==> src/rtl/sram_like_pkg.sv <==
// Shared definitions for the sram-like bus glue.
//   ID_*      : owner tags stored per outstanding transaction
//   SIZE_*    : encodings of the 2-bit sram-like size field
//   *_BITS    : fixed widths of sram-like request fields
package sram_like_pkg;

    // Which master issued a transaction.
    typedef logic owner_id_t;

    localparam owner_id_t ID_INST = 1'b0;
    localparam owner_id_t ID_DATA = 1'b1;

    localparam int unsigned SIZE_BITS = 2;
    localparam int unsigned ID_BITS   = 1;

    localparam logic [SIZE_BITS-1:0] SIZE_B = 2'd0;
    localparam logic [SIZE_BITS-1:0] SIZE_H = 2'd1;
    localparam logic [SIZE_BITS-1:0] SIZE_W = 2'd2;

    // Number of byte strobes for a given data width.
    function automatic int unsigned strb_bits(input int unsigned dw);
        return dw / 8;
    endfunction

endpackage

==> src/rtl/owner_fifo.sv <==
// Synchronous FIFO of owner tags, one entry per accepted-but-unanswered
// sram-like transaction. Entries are pushed in acceptance order and popped
// in response order, so the head always names the owner of the next response.
//
// Ports:
//   clk, rst  : clock, synchronous active-high reset (clears pointers/count)
//   push      : enqueue push_id (ignored while full)
//   push_id   : owner tag to enqueue
//   pop       : dequeue head (ignored while empty)
//   head      : owner tag at the front
//   full      : count == DEPTH
//   empty     : count == 0
//   count     : number of valid entries, 0..DEPTH
module owner_fifo
    import sram_like_pkg::*;
#(
    parameter int unsigned DEPTH = 4  // power of 2, 2..16
) (
    input  logic                     clk,
    input  logic                     rst,
    input  logic                     push,
    input  owner_id_t                push_id,
    input  logic                     pop,
    output owner_id_t                head,
    output logic                     full,
    output logic                     empty,
    output logic [$clog2(DEPTH):0]   count
);

    localparam int unsigned PTR_W = $clog2(DEPTH);
    localparam int unsigned CNT_W = $clog2(DEPTH) + 1;

    owner_id_t          slots_q [DEPTH];
    logic [PTR_W-1:0]   wr_ptr_q;
    logic [PTR_W-1:0]   rd_ptr_q;
    logic [CNT_W-1:0]   count_q;

    logic push_en;
    logic pop_en;

    always_comb begin
        full    = (count_q == CNT_W'(DEPTH));
        empty   = (count_q == '0);
        push_en = push & ~full;
        pop_en  = pop & ~empty;
        head    = slots_q[rd_ptr_q];
        count   = count_q;
    end

    // Storage needs no reset: an entry is only read after it was written.
    always_ff @(posedge clk) begin
        if (push_en) begin
            slots_q[wr_ptr_q] <= push_id;
        end
    end

    // DEPTH is a power of 2, so pointers wrap by plain overflow.
    always_ff @(posedge clk) begin
        if (rst) begin
            wr_ptr_q <= '0;
            rd_ptr_q <= '0;
            count_q  <= '0;
        end else begin
            if (push_en) begin
                wr_ptr_q <= wr_ptr_q + PTR_W'(1);
            end
            if (pop_en) begin
                rd_ptr_q <= rd_ptr_q + PTR_W'(1);
            end
            case ({push_en, pop_en})
                2'b10:   count_q <= count_q + CNT_W'(1);
                2'b01:   count_q <= count_q - CNT_W'(1);
                default: count_q <= count_q;
            endcase
        end
    end

endmodule

==> src/rtl/sram_like_arbiter.sv <==
// Merges the core's instruction and data sram-like request streams onto a
// single sram-like memory port and routes each in-order memory response back
// to the master that issued it.
//
// Ports:
//   clk, rst          : clock, synchronous active-high reset
//   inst_* (in)       : instruction master request (req/wr/size/addr/wstrb/wdata)
//   inst_addr_ok      : instruction request accepted this cycle
//   inst_data_ok      : instruction response pulse, inst_rdata valid with it
//   data_* (in)       : data master request, same shape as inst_*
//   data_addr_ok/data_data_ok/data_rdata : data master handshake/response
//   mem_* (out)       : memory-side request
//   mem_addr_ok       : memory accepted the presented request
//   mem_data_ok       : memory response pulse, in acceptance order
//   mem_rdata         : memory read data
//   err               : sticky: a response arrived with nothing outstanding
//
// Data has fixed priority, but once a request has been presented and not yet
// accepted the grant is locked so the memory never sees it withdrawn/swapped.
module sram_like_arbiter
    import sram_like_pkg::*;
#(
    parameter int unsigned OUTSTANDING = 4,
    parameter int unsigned AW          = 32,
    parameter int unsigned DW          = 32
) (
    input  logic                 clk,
    input  logic                 rst,

    input  logic                 inst_req,
    input  logic                 inst_wr,
    input  logic [1:0]           inst_size,
    input  logic [AW-1:0]        inst_addr,
    input  logic [DW/8-1:0]      inst_wstrb,
    input  logic [DW-1:0]        inst_wdata,
    output logic                 inst_addr_ok,
    output logic                 inst_data_ok,
    output logic [DW-1:0]        inst_rdata,

    input  logic                 data_req,
    input  logic                 data_wr,
    input  logic [1:0]           data_size,
    input  logic [AW-1:0]        data_addr,
    input  logic [DW/8-1:0]      data_wstrb,
    input  logic [DW-1:0]        data_wdata,
    output logic                 data_addr_ok,
    output logic                 data_data_ok,
    output logic [DW-1:0]        data_rdata,

    output logic                 mem_req,
    output logic                 mem_wr,
    output logic [1:0]           mem_size,
    output logic [AW-1:0]        mem_addr,
    output logic [DW/8-1:0]      mem_wstrb,
    output logic [DW-1:0]        mem_wdata,
    input  logic                 mem_addr_ok,
    input  logic                 mem_data_ok,
    input  logic [DW-1:0]        mem_rdata,

    output logic                 err
);

    localparam int unsigned CNT_W = $clog2(OUTSTANDING) + 1;

    // Grant lock state
    logic       lock_valid_q, lock_valid_d;
    owner_id_t  lock_id_q, lock_id_d;

    // Sticky protocol error
    logic       err_q, err_d;

    owner_id_t  sel;
    logic       handshake;
    logic       resp_pop;
    logic       spurious;

    owner_id_t  fifo_head;
    logic       fifo_full;
    logic       fifo_empty;
    logic [CNT_W-1:0] fifo_count;

    // ------------------------------------------------------------------
    // Request path
    // ------------------------------------------------------------------
    always_comb begin
        sel = ID_INST;
        if (lock_valid_q) begin
            sel = lock_id_q;
        end else if (data_req) begin
            sel = ID_DATA;
        end
    end

    always_comb begin
        mem_req   = ~rst & ~fifo_full & (lock_valid_q | data_req | inst_req);
        mem_wr    = inst_wr;
        mem_size  = inst_size;
        mem_addr  = inst_addr;
        mem_wstrb = inst_wstrb;
        mem_wdata = inst_wdata;
        if (sel == ID_DATA) begin
            mem_wr    = data_wr;
            mem_size  = data_size;
            mem_addr  = data_addr;
            mem_wstrb = data_wstrb;
            mem_wdata = data_wdata;
        end
    end

    always_comb begin
        handshake    = mem_req & mem_addr_ok;
        inst_addr_ok = handshake & (sel == ID_INST);
        data_addr_ok = handshake & (sel == ID_DATA);
    end

    // ------------------------------------------------------------------
    // Grant lock: freeze sel while a presented request waits for addr_ok
    // ------------------------------------------------------------------
    always_comb begin
        lock_valid_d = lock_valid_q;
        lock_id_d    = lock_id_q;
        if (handshake) begin
            lock_valid_d = 1'b0;
        end else if (mem_req && !lock_valid_q) begin
            lock_valid_d = 1'b1;
            lock_id_d    = sel;
        end
    end

    always_ff @(posedge clk) begin
        if (rst) begin
            lock_valid_q <= 1'b0;
            lock_id_q    <= ID_INST;
        end else begin
            lock_valid_q <= lock_valid_d;
            lock_id_q    <= lock_id_d;
        end
    end

    // ------------------------------------------------------------------
    // Response path
    // ------------------------------------------------------------------
    // Gated by rst so no stale owner is answered while being cleared.
    always_comb begin
        resp_pop     = mem_data_ok & ~fifo_empty & ~rst;
        spurious     = mem_data_ok & fifo_empty & ~rst;
        inst_data_ok = resp_pop & (fifo_head == ID_INST);
        data_data_ok = resp_pop & (fifo_head == ID_DATA);
        inst_rdata   = mem_rdata;
        data_rdata   = mem_rdata;
    end

    owner_fifo #(
        .DEPTH   (OUTSTANDING)
    ) u_owner_fifo (
        .clk     (clk),
        .rst     (rst),
        .push    (handshake),
        .push_id (sel),
        .pop     (resp_pop),
        .head    (fifo_head),
        .full    (fifo_full),
        .empty   (fifo_empty),
        .count   (fifo_count)
    );

    // ------------------------------------------------------------------
    // Sticky error
    // ------------------------------------------------------------------
    always_comb begin
        err_d = err_q | spurious;
        err   = err_q;
    end

    always_ff @(posedge clk) begin
        if (rst) begin
            err_q <= 1'b0;
        end else begin
            err_q <= err_d;
        end
    end

    // A handshake always clears the lock, and only a handshake raises the
    // count, so the FIFO can never fill while a request is locked.
    a_count_bound: assert property (@(posedge clk) disable iff (rst)
        fifo_count <= CNT_W'(OUTSTANDING));
    a_no_full_locked: assert property (@(posedge clk) disable iff (rst)
        !(lock_valid_q && fifo_full));

endmodule

==> config.mk <==
export PLATFORM = sky130hd
export DESIGN_NAME = sram_like_arbiter
export DESIGN_NICKNAME = d
export VERILOG_FILES = /design/src/rtl/sram_like_pkg.sv /design/src/rtl/owner_fifo.sv /design/src/rtl/sram_like_arbiter.sv
export SDC_FILE = /design/constraint.sdc
export NUM_CORES = 1
export LEC_CHECK = 0
export ABC_AREA = 1
export ABC_CLOCK_PERIOD_IN_PS = 2850
export CORE_AREA = 2 2 126 128
export DETAILED_ROUTE_END_ITERATION = 8
export DIE_AREA = 0 0 128 130
export GPL_TIMING_DRIVEN = 0
export PLACE_DENSITY = 0.63
export SYNTH_ARGS = -nofsm -noshare
export SYNTH_HDL_FRONTEND = slang
export SYNTH_SLANG_ARGS = --single-unit
export TNS_END_PERCENT = 1
==> constraint.sdc <==
create_clock -name clk -period 2.85 [get_ports clk]
set_clock_uncertainty 0.2 [all_clocks]
set_input_delay 0.855 -clock clk [delete_from_list [all_inputs] [get_ports clk]]
set_output_delay 0.855 -clock clk [all_outputs]
set_load 0.01 [all_outputs]
==> results.json, run 1 <==
{
  "viasPerCell": 3.763,
  "tightest_slew_ns": 0.3051,
  "nNetsFinal": 898,
  "diodes": 0,
  "grt_pass1_vias": 3240,
  "cts_made_buffers": 3,
  "start_util": 0.1448,
  "placed_cell_area_um2": 5356,
  "synth_top_area_frac": 0.3832,
  "clockBufferDepth": 2,
  "dieArea_um2": 16640,
  "synth_flop_cell": "dfxtp_1",
  "syn_inst": 397,
  "cts_sinks": 16,
  "slew_headroom": 0.7958,
  "ctsHtreeMaxLevel": 1,
  "cts_hold_buf": 0,
  "synth_area_um2": 2233,
  "synth_fp_nets": 583,
  "vias": 3398,
  "drive_above_1_share": 0.3122,
  "seq_area_frac_synth": 0.1613,
  "outcome": "complete, but fails checks",
  "design_area_um2": 5682,
  "dr.first_iter.drc_count": 80,
  "antenna_found_initial": 0,
  "grt_pass1_wl_mm": 16.62,
  "crit_fanout": 5,
  "gp_congestion": 0.7473,
  "multi_input_area_um2": 1275,
  "failed_checks": "setup timing",
  "ys_seq_elements": 16,
  "core_area_um2": 15420,
  "die_x_um": 128,
  "io_pins": 321,
  "powerDensity_nw_per_um2": 313.7,
  "grt_overflow_total": 0,
  "dp_hpwl_mm": 9.453,
  "min_path_type": "register to register",
  "synth_edf_count": 4,
  "worst_skew_pair.late_latency_ns": 0.25,
  "drtPass1Iterations": 4,
  "routed_wl_mm": 11.91,
  "hold_viol_final": 0,
  "peakVddDrop_mv": 0.2244,
  "worstSetupStartpointType": "input pin",
  "yosys_warnings": 0,
  "fin_crit_ns": 2.944,
  "slew_viol_final": 0,
  "critPathCaptureType": "output port",
  "area_delta_synth_final_pct": 154.4,
  "fin_ws_ns": -0.09383,
  "grt_use_total": 0.1276,
  "io_buffers": 288,
  "regArea_um2": 360.3,
  "cts_tree": "built",
  "path_class": "input pin to output port",
  "async_flop_share": 0,
  "wl_per_cell_um": 13.19,
  "yosys.area.top_type": "nand2_1",
  "power_leakage_nw": 2.837,
  "r2r_slack_ns": 0.44,
  "dieHeight_um": 130,
  "rsz0062_at_grt": "true",
  "path_clk_slew_ns": 0.05,
  "avgSynthCellArea_um2": 5.626,
  "critPathRequiredTime_ns": 1.80,
  "ys_types": 21,
  "fin_crit_sh": 1.033,
  "drc_errors": 0,
  "stdcell_count": 903,
  "rows": 46,
  "fmax_mhz": 339.7,
  "grt_max_degree": 14,
  "fillers": 1655,
  "post-place-cells": 877,
  "arrival_ns": 1.89,
  "drv_cap": 0,
  "antenna_left": 0,
  "yosys-top-cells-area": "nand2_1 (38%), buf_4 (22%), dfxtp_1 (11%)",
  "finalSetupViolCount": 62,
  "root_buffer": "clkbuf_16"
}
[kinds of logic after synthesis]
| logic type | after synthesis | share of synthesized area |
|---|---|---|
| AND/OR/NAND/NOR | 262 | 0.4538 |
| buffers and inverters | 101 | 0.3160 |
| flip-flops | 16 | 0.1613 |
| AO/OA/AOI/OAI | 10 | 0.02409 |
| adder cells (fa/ha/maj) | 6 | 0.03698 |
| XOR/XNOR | 2 | 0.007845 |
[worst max-delay path, stage by stage]
cell and delay [ns]:
buf_8 0.10, inv_4 0.04, nand2_4 0.05, o21ai_4 0.13, buf_6 0.18, buf_8 0.14
clkbuf_16 0.16, nand2_2 0.04, nand2_1 0.06, buf_2 0.13
[cell type report]
cell class | count | area share
Sequential cell | 16 | 0.06342
Inverter | 22 | 0.01718
Clock buffer | 4 | 0.01387
Timing Repair Buffer | 312 | 0.5164
Tap cell | 192 | 0.04228
Multi-Input combinational cell | 280 | 0.2244
Buffer | 76 | 0.1209
Timing Repair inverter | 1 | 0.001542
[routing by layer]
layer  routed length [um]  vias up  track usage
li1                     -     1757            -
met1                 4932     1468       0.1594
met2                 6022      168       0.2356
met3                  903        5      0.02132
met4                   48        0      0.01810
met5                    0        -            0
[power breakdown]
part           total [W]  switching [W]  leakage, nW  internal [W]
clock network   0.000281      0.0000913       0.0382      0.000190
logic            0.00123       0.000525         2.66      0.000704
registers       0.000272      0.0000168        0.135      0.000256
[cell usage in the layout, fill, tap and decap left out, drive strengths merged]
cell type      count
xor2               2
dfxtp             12
a21oi              7
ha                 5
nand2            228
nand3              6
edfxtp             4
inv               22
clkbuf            10
clkinv             1
clkdlybuf4s15      4
buf              166
dlygate4sd2        4
clkdlybuf4s50    207
bufbuf             1
o21ai              3
nand4              4
nor2              24
fa                 1
[synthesized netlist by cell type (all sizes together) (2+ instances only)]
| library cell | n |
|---|---|
| o21ai | 3 |
| ha | 5 |
| buf | 72 |
| clkbuf | 7 |
| nand3 | 6 |
| nor2 | 24 |
| dfxtp | 12 |
| inv | 21 |
| nand4 | 4 |
| a21oi | 7 |
| nand2 | 228 |
| xor2 | 2 |
| edfxtp | 4 |
[final timing paths]
kind | start | to | cells past startpoint
worst max register to register | u_owner_fifo.count[0] | u_owner_fifo.count[2] | 13
worst max-delay path | data_req | mem_addr[23] | 10
worst min-delay path | err | err | 2
worst min register to register | err | err | 2
[timing repair]
action,CTS,global route
pin swaps,22,18
setup buffers,18,0
gates resized for setup,387,25
endpoints found under the setup margin,78,73
cloned,7,0
[stage by stage]
step / power [W] / hold WS [ns] / setup TNS [ns] / utilization / worst slack, ns
after floorplan: 0.0007396 / 0.2645 / 0 / - / 0.3138
after global placement: 0.001410 / 0.2391 / -67.91 / 0.3473 / -1.005
after detailed placement: 0.001420 / 0.2453 / -68.75 / 0.3473 / -1.020
after CTS: 0.001780 / 0.2529 / -4.532 / 0.3645 / -0.1068
after global routing: 0.001907 / 0.3033 / -6.734 / 0.3683 / -0.1384
final: 0.001782 / 0.2572 / -2.940 / 0.3683 / -0.09383
Power figures use the tool's default switching activity.
==> run 2: changes to the inputs <==
Settings changed: SETUP_SLACK_MARGIN from default to 0.4.
==> run 2 against run 1 <==
Cell count grew 1.4%. Hold slack got worse by 0.012 ns. Register-to-register slack improved by 0.19 ns. First-iteration DRC count down 8.8%. The run still ends with setup timing left. Global-route usage up 0.99 points. Maximum frequency is 0.13% higher. Utilization is 1.9 points higher. Total power increased by 7.6%. Largest power group unchanged. Sequential power about the same. Critical path type unchanged. Flip-flop and latch count unchanged.
==> results.json, run 2 (synthesized netlist as in run 1, its figures left out) <==
{
  "r2r_slack_ns": 0.63,
  "viasPerCell": 3.785,
  "grt_pass1_wl_mm": 17.86,
  "fin_ws_ns": -0.09015,
  "dr.first_iter.drc_count": 73,
  "stdcell_count": 916,
  "drc_errors": 0,
  "die_x_um": 128,
  "grt_use_total": 0.1375,
  "rows": 46,
  "crit_fanout": 5,
  "vias": 3467,
  "slew_headroom": 0.8136,
  "ctsHtreeMaxLevel": 1,
  "finalSetupViolCount": 40,
  "final_cell_mix": "nand2_1 (173), clkdlybuf4s50_1 (143), buf_4 (139), buf_6 (53), nand2_2 (45)",
  "post-place-cells": 877,
  "root_buffer": "clkbuf_16",
  "r2r_cells": 13,
  "failed_checks": "setup timing",
  "diodes": 0,
  "dp_hpwl_mm": 9.688,
  "final_common_cell": "nand2_1",
  "gp_congestion": 0.7616,
  "grt_overflow_total": 0,
  "cts_tree": "built",
  "placed_cell_area_um2": 5391,
  "outcome": "complete, but fails checks",
  "drive_above_1_share": 0.4655,
  "worst_skew_pair.late_latency_ns": 0.25,
  "antenna_found_initial": 0,
  "routed_wl_mm": 13.01,
  "crit_start": "data_req",
  "path_class": "input pin to output port",
  "start_util": 0.1448,
  "fin_util": 0.3876,
  "powerDensity_nw_per_um2": 320.9,
  "r2r_start": "u_owner_fifo.count[0]",
  "power_leakage_nw": 3.060,
  "antenna_left": 0,
  "grt_pass1_vias": 3277,
  "worstSetupStartpointType": "input pin",
  "fin_crit_sh": 1.032,
  "cts_hold_buf": 0,
  "tightest_slew_ns": 0.2785,
  "drtPass1Iterations": 4,
  "rsz0062_at_grt": "true",
  "path_clk_slew_ns": 0.05,
  "crit_end": "mem_wdata[24]",
  "setup_tns_ns": -2.291,
  "slew_viol_final": 0,
  "io_pins": 321,
  "dieArea_um2": 16640,
  "grt_max_degree": 11,
  "io_buffers": 288,
  "hold_viol_final": 0,
  "area_delta_synth_final_pct": 167.7,
  "cts_sinks": 16,
  "timing.rr.end": "u_owner_fifo.count[2]",
  "min_path_type": "register to register",
  "critPathRequiredTime_ns": 1.80,
  "design_area_um2": 5978,
  "fillers": 1631,
  "power_w": 0.001918,
  "nNetsFinal": 911,
  "wl_per_cell_um": 14.21,
  "dieHeight_um": 130,
  "cts_made_buffers": 3,
  "critPathCaptureType": "output port",
  "peakVddDrop_mv": 0.1800,
  "fmax_mhz": 340.1,
  "fin_crit_ns": 2.940,
  "drv_cap": 0,
  "arrival_ns": 1.89,
  "clockBufferDepth": 2,
  "core_area_um2": 15420
}
[run 2: cell types whose count changed in the layout (fill, tap and decap cells not counted), moves of 13 or more]
cell	before	now
buf_2	56	43
buf_4	74	139
buf_6	26	53
clkdlybuf4s50_1	207	143
nand2_1	196	173
nand2_2	30	45
[run 2: per-layer routing]
metal | routed length, um | vias to the layer above | GRT usage
li1 | - | 1785 | -
met1 | 5300 | 1523 | 0.1740
met4 | 32 | 0 | 0.009696
met3 | 898 | 5 | 0.02419
met5 | 0 | - | 0
met2 | 6781 | 154 | 0.2548
[run 2: final cells by class]
| type | instances | area, um2 | share of cell area |
|---|---|---|---|
| repair buffers | 323 | 3000 | 0.5019 |
| well taps | 192 | 240.2 | 0.04018 |
| flip-flops and latches | 16 | 360.3 | 0.06028 |
| clock buffers | 4 | 78.83 | 0.01319 |
| inverters | 22 | 105.1 | 0.01758 |
| plain buffers | 79 | 749.5 | 0.1254 |
| multi-input cells | 280 | 1444 | 0.2415 |
[run 2: worst min path at each step]
stage	start	cells after the start	endpoint
final	err	2	err
after global placement	err	2	err
after floorplan	u_owner_fifo.rd_ptr_q[0]	2	register
after detailed placement	err	2	err
after CTS	err	2	err
after global routing	err	2	err
[run 2: repair_timing]
item | 4_1_cts | 5_1_grt
cloned | 9 | 0
endpoints found under the setup margin | 143 | 81
pin swaps | 25 | 16
buffers inserted | 26 | 0
gates resized for setup | 533 | 33
[run 2: per-stage QoR]
step                      hold WS, ns  worst slack, ns
after global placement         0.2382           -1.183
after floorplan                0.2645           0.3298
after global routing           0.2940          -0.1451
after CTS                      0.2489          -0.1005
final                          0.2454         -0.09015
after detailed placement       0.2433           -1.162
[run 2: worst max-delay path: stages]
cell and delay (ns):
buf_6 0.10, inv_4 0.05, nand2_4 0.05, o21ai_4 0.12, inv_6 0.08, buf_12 0.15, buf_6 0.12, buf_6 0.12
nand2_1 0.05, nand2_1 0.06, buf_6 0.12
[run 2: power breakdown]
group / total [W] / switching (W) / internal, W
combinational: 0.00137 / 0.000587 / 0.000783
clock: 0.000275 / 0.0000860 / 0.000189
sequential: 0.000273 / 0.0000174 / 0.000256
==> run 3: changes to the inputs <==
Settings changed: TNS_END_PERCENT 1 to default.
==> run 3 against run 2 <==
The run still ends with setup timing left. Cell count is 0.66% higher. Non-clock buffer count is 6 higher. First-iteration DRC count is 27% lower. Total power is 13% higher.
==> results.json, run 3 (synthesized netlist as in run 1, its figures left out) <==
{
  "nNetsFinal": 917,
  "critPathCaptureType": "output port",
  "fin_crit_sh": 1.014,
  "dieArea_um2": 16640,
  "worstSetupStartpointType": "input pin",
  "ctsHtreeMaxLevel": 1,
  "rsz0062_at_grt": "true",
  "final_common_cell": "clkdlybuf4s50_1",
  "top_layer": "met4",
  "routed_wl_mm": 12.62,
  "path_clk_slew_ns": 0.05,
  "r2r_cells": 11,
  "diodes": 0,
  "timing.rr.end": "u_owner_fifo.count[1]",
  "fin_crit_ns": 2.890,
  "antenna_found_initial": 0,
  "start_util": 0.1448,
  "clockBufferDepth": 2,
  "failed_checks": "setup timing",
  "final_cell_mix": "clkdlybuf4s50_1 (143), nand2_2 (111), buf_6 (92), buf_4 (80), nand2_1 (69)",
  "gp_congestion": 0.7410,
  "area_delta_synth_final_pct": 205.2,
  "io_pins": 321,
  "hold_viol_final": 0,
  "drtPass1Iterations": 4,
  "fin_util": 0.4419,
  "dr.first_iter.drc_count": 53,
  "root_buffer": "clkbuf_16",
  "worst_skew_pair.late_latency_ns": 0.24,
  "r2r_slack_ns": 0.51,
  "slew_headroom": 0.8311,
  "wl_met2_mm": 6.696,
  "met3_wirelength_um": 910,
  "drive_above_1_share": 0.5192,
  "dieHeight_um": 130,
  "drc_errors": 0,
  "cts_tree": "built",
  "regArea_um2": 360.3,
  "die_x_um": 128,
  "core_area_um2": 15420,
  "r2r_start": "u_owner_fifo.count[0]",
  "path_class": "input pin to output port",
  "viasPerCell": 3.807,
  "finalSetupViolCount": 25,
  "crit_start": "data_req",
  "stdcell_count": 922,
  "min_path_type": "register to register",
  "grt_overflow_total": 0,
  "peakVddDrop_mv": 0.2109,
  "grt_max_degree": 11,
  "grt_pass1_wl_mm": 17.27,
  "critPathRequiredTime_ns": 1.80,
  "post-place-cells": 877,
  "fin_ws_ns": -0.04002,
  "cts_sinks": 16,
  "place_ws_ns": -1.141,
  "cts_made_buffers": 3,
  "wl_per_cell_um": 13.69,
  "tightest_slew_ns": 0.2523,
  "io_buffers": 288,
  "powerDensity_nw_per_um2": 317.2,
  "antenna_left": 0,
  "setup_tns_ns": -0.5450,
  "design_area_um2": 6817,
  "dp_hpwl_mm": 9.463,
  "slew_viol_final": 0,
  "vias": 3510,
  "crit_end": "mem_addr[25]",
  "multi_input_area_um2": 1879,
  "placed_cell_area_um2": 5585,
  "wl_met1_mm": 4.912,
  "arrival_ns": 1.84,
  "rows": 46,
  "power_leakage_nw": 3.389,
  "crit_fanout": 3,
  "fmax_mhz": 346.0,
  "grt_pass1_vias": 3270,
  "fillers": 1537,
  "grt_use_total": 0.1318,
  "drv_cap": 0,
  "outcome": "complete, but fails checks"
}
==> run 3: changes by cell type in the layout (fill, tap and decap cells not counted), sizes merged <==
cell and delta:
clkdlybuf4s15 -1, clkbuf -2, inv -2, dlygate4sd2 +65, clkinv +2, bufbuf -1, buf -55
==> run 3: worst max-delay path: stages <==
cell	delay [ns]
buf_8	0.09
clkinv_8	0.04
nand2_4	0.06
o21ai_4	0.09
buf_6	0.14
buf_12	0.12
buf_6	0.11
buf_6	0.11
nand2_2	0.05
nand2_2	0.05
buf_6	0.12
==> run 3: layout make-up <==
type,count,area share
Buffer,79,0.1136
Sequential cell,16,0.05286
Multi-Input combinational cell,280,0.2757
Inverter,22,0.01615
Tap cell,192,0.03524
Timing Repair Buffer,329,0.4934
Clock buffer,4,0.01303
==> run 3: layer usage <==
metal  up-vias  global-route usage
li1       1800                   -
met1      1541              0.1634
met2       163              0.2454
met3         6             0.02173
met4         0             0.01875
met5         -                   0
==> run 3: stage by stage <==
stage          hold slack [ns]  power (W)
2_1_floorplan           0.2645  0.0008058
3_3_place_gp            0.2441   0.001483
3_5_place_dp            0.2389   0.001485
4_1_cts                 0.2447   0.002075
5_1_grt                 0.2985   0.002306
6_report                0.2459   0.002162
==> run 3: how the worst min path moves through the flow <==
| stage | start | endpoint | slack [ns] | cells after the start |
|---|---|---|---|---|
| CTS | err | err | 0.24 | 2 |
| floorplan | u_owner_fifo.rd_ptr_q[0] | register | 0.26 | 2 |
| global placement | err | err | 0.24 | 2 |
| finish | err | err | 0.25 | 2 |
| detailed placement | err | err | 0.24 | 2 |
| global route | err | err | 0.30 | 2 |
==> run 3: what timing repair did <==
item                                    4_1_cts  5_1_grt
endpoints found under the setup margin      143       76
endpoints found under the hold margin         0        0
hold buffers                                  0        0
gates cloned                                  7        2
gates resized for setup                     584       82
pin swaps                                    29       23
setup buffers                                30        2
==> run 3: power by group <==
group | internal (W) | leakage, nW | total (W) | switching, W
Clock | 0.000213 | 0.0442 | 0.000299 | 0.0000857
Combinational | 0.000920 | 3.21 | 0.00159 | 0.000671
Sequential | 0.000256 | 0.135 | 0.000272 | 0.0000167
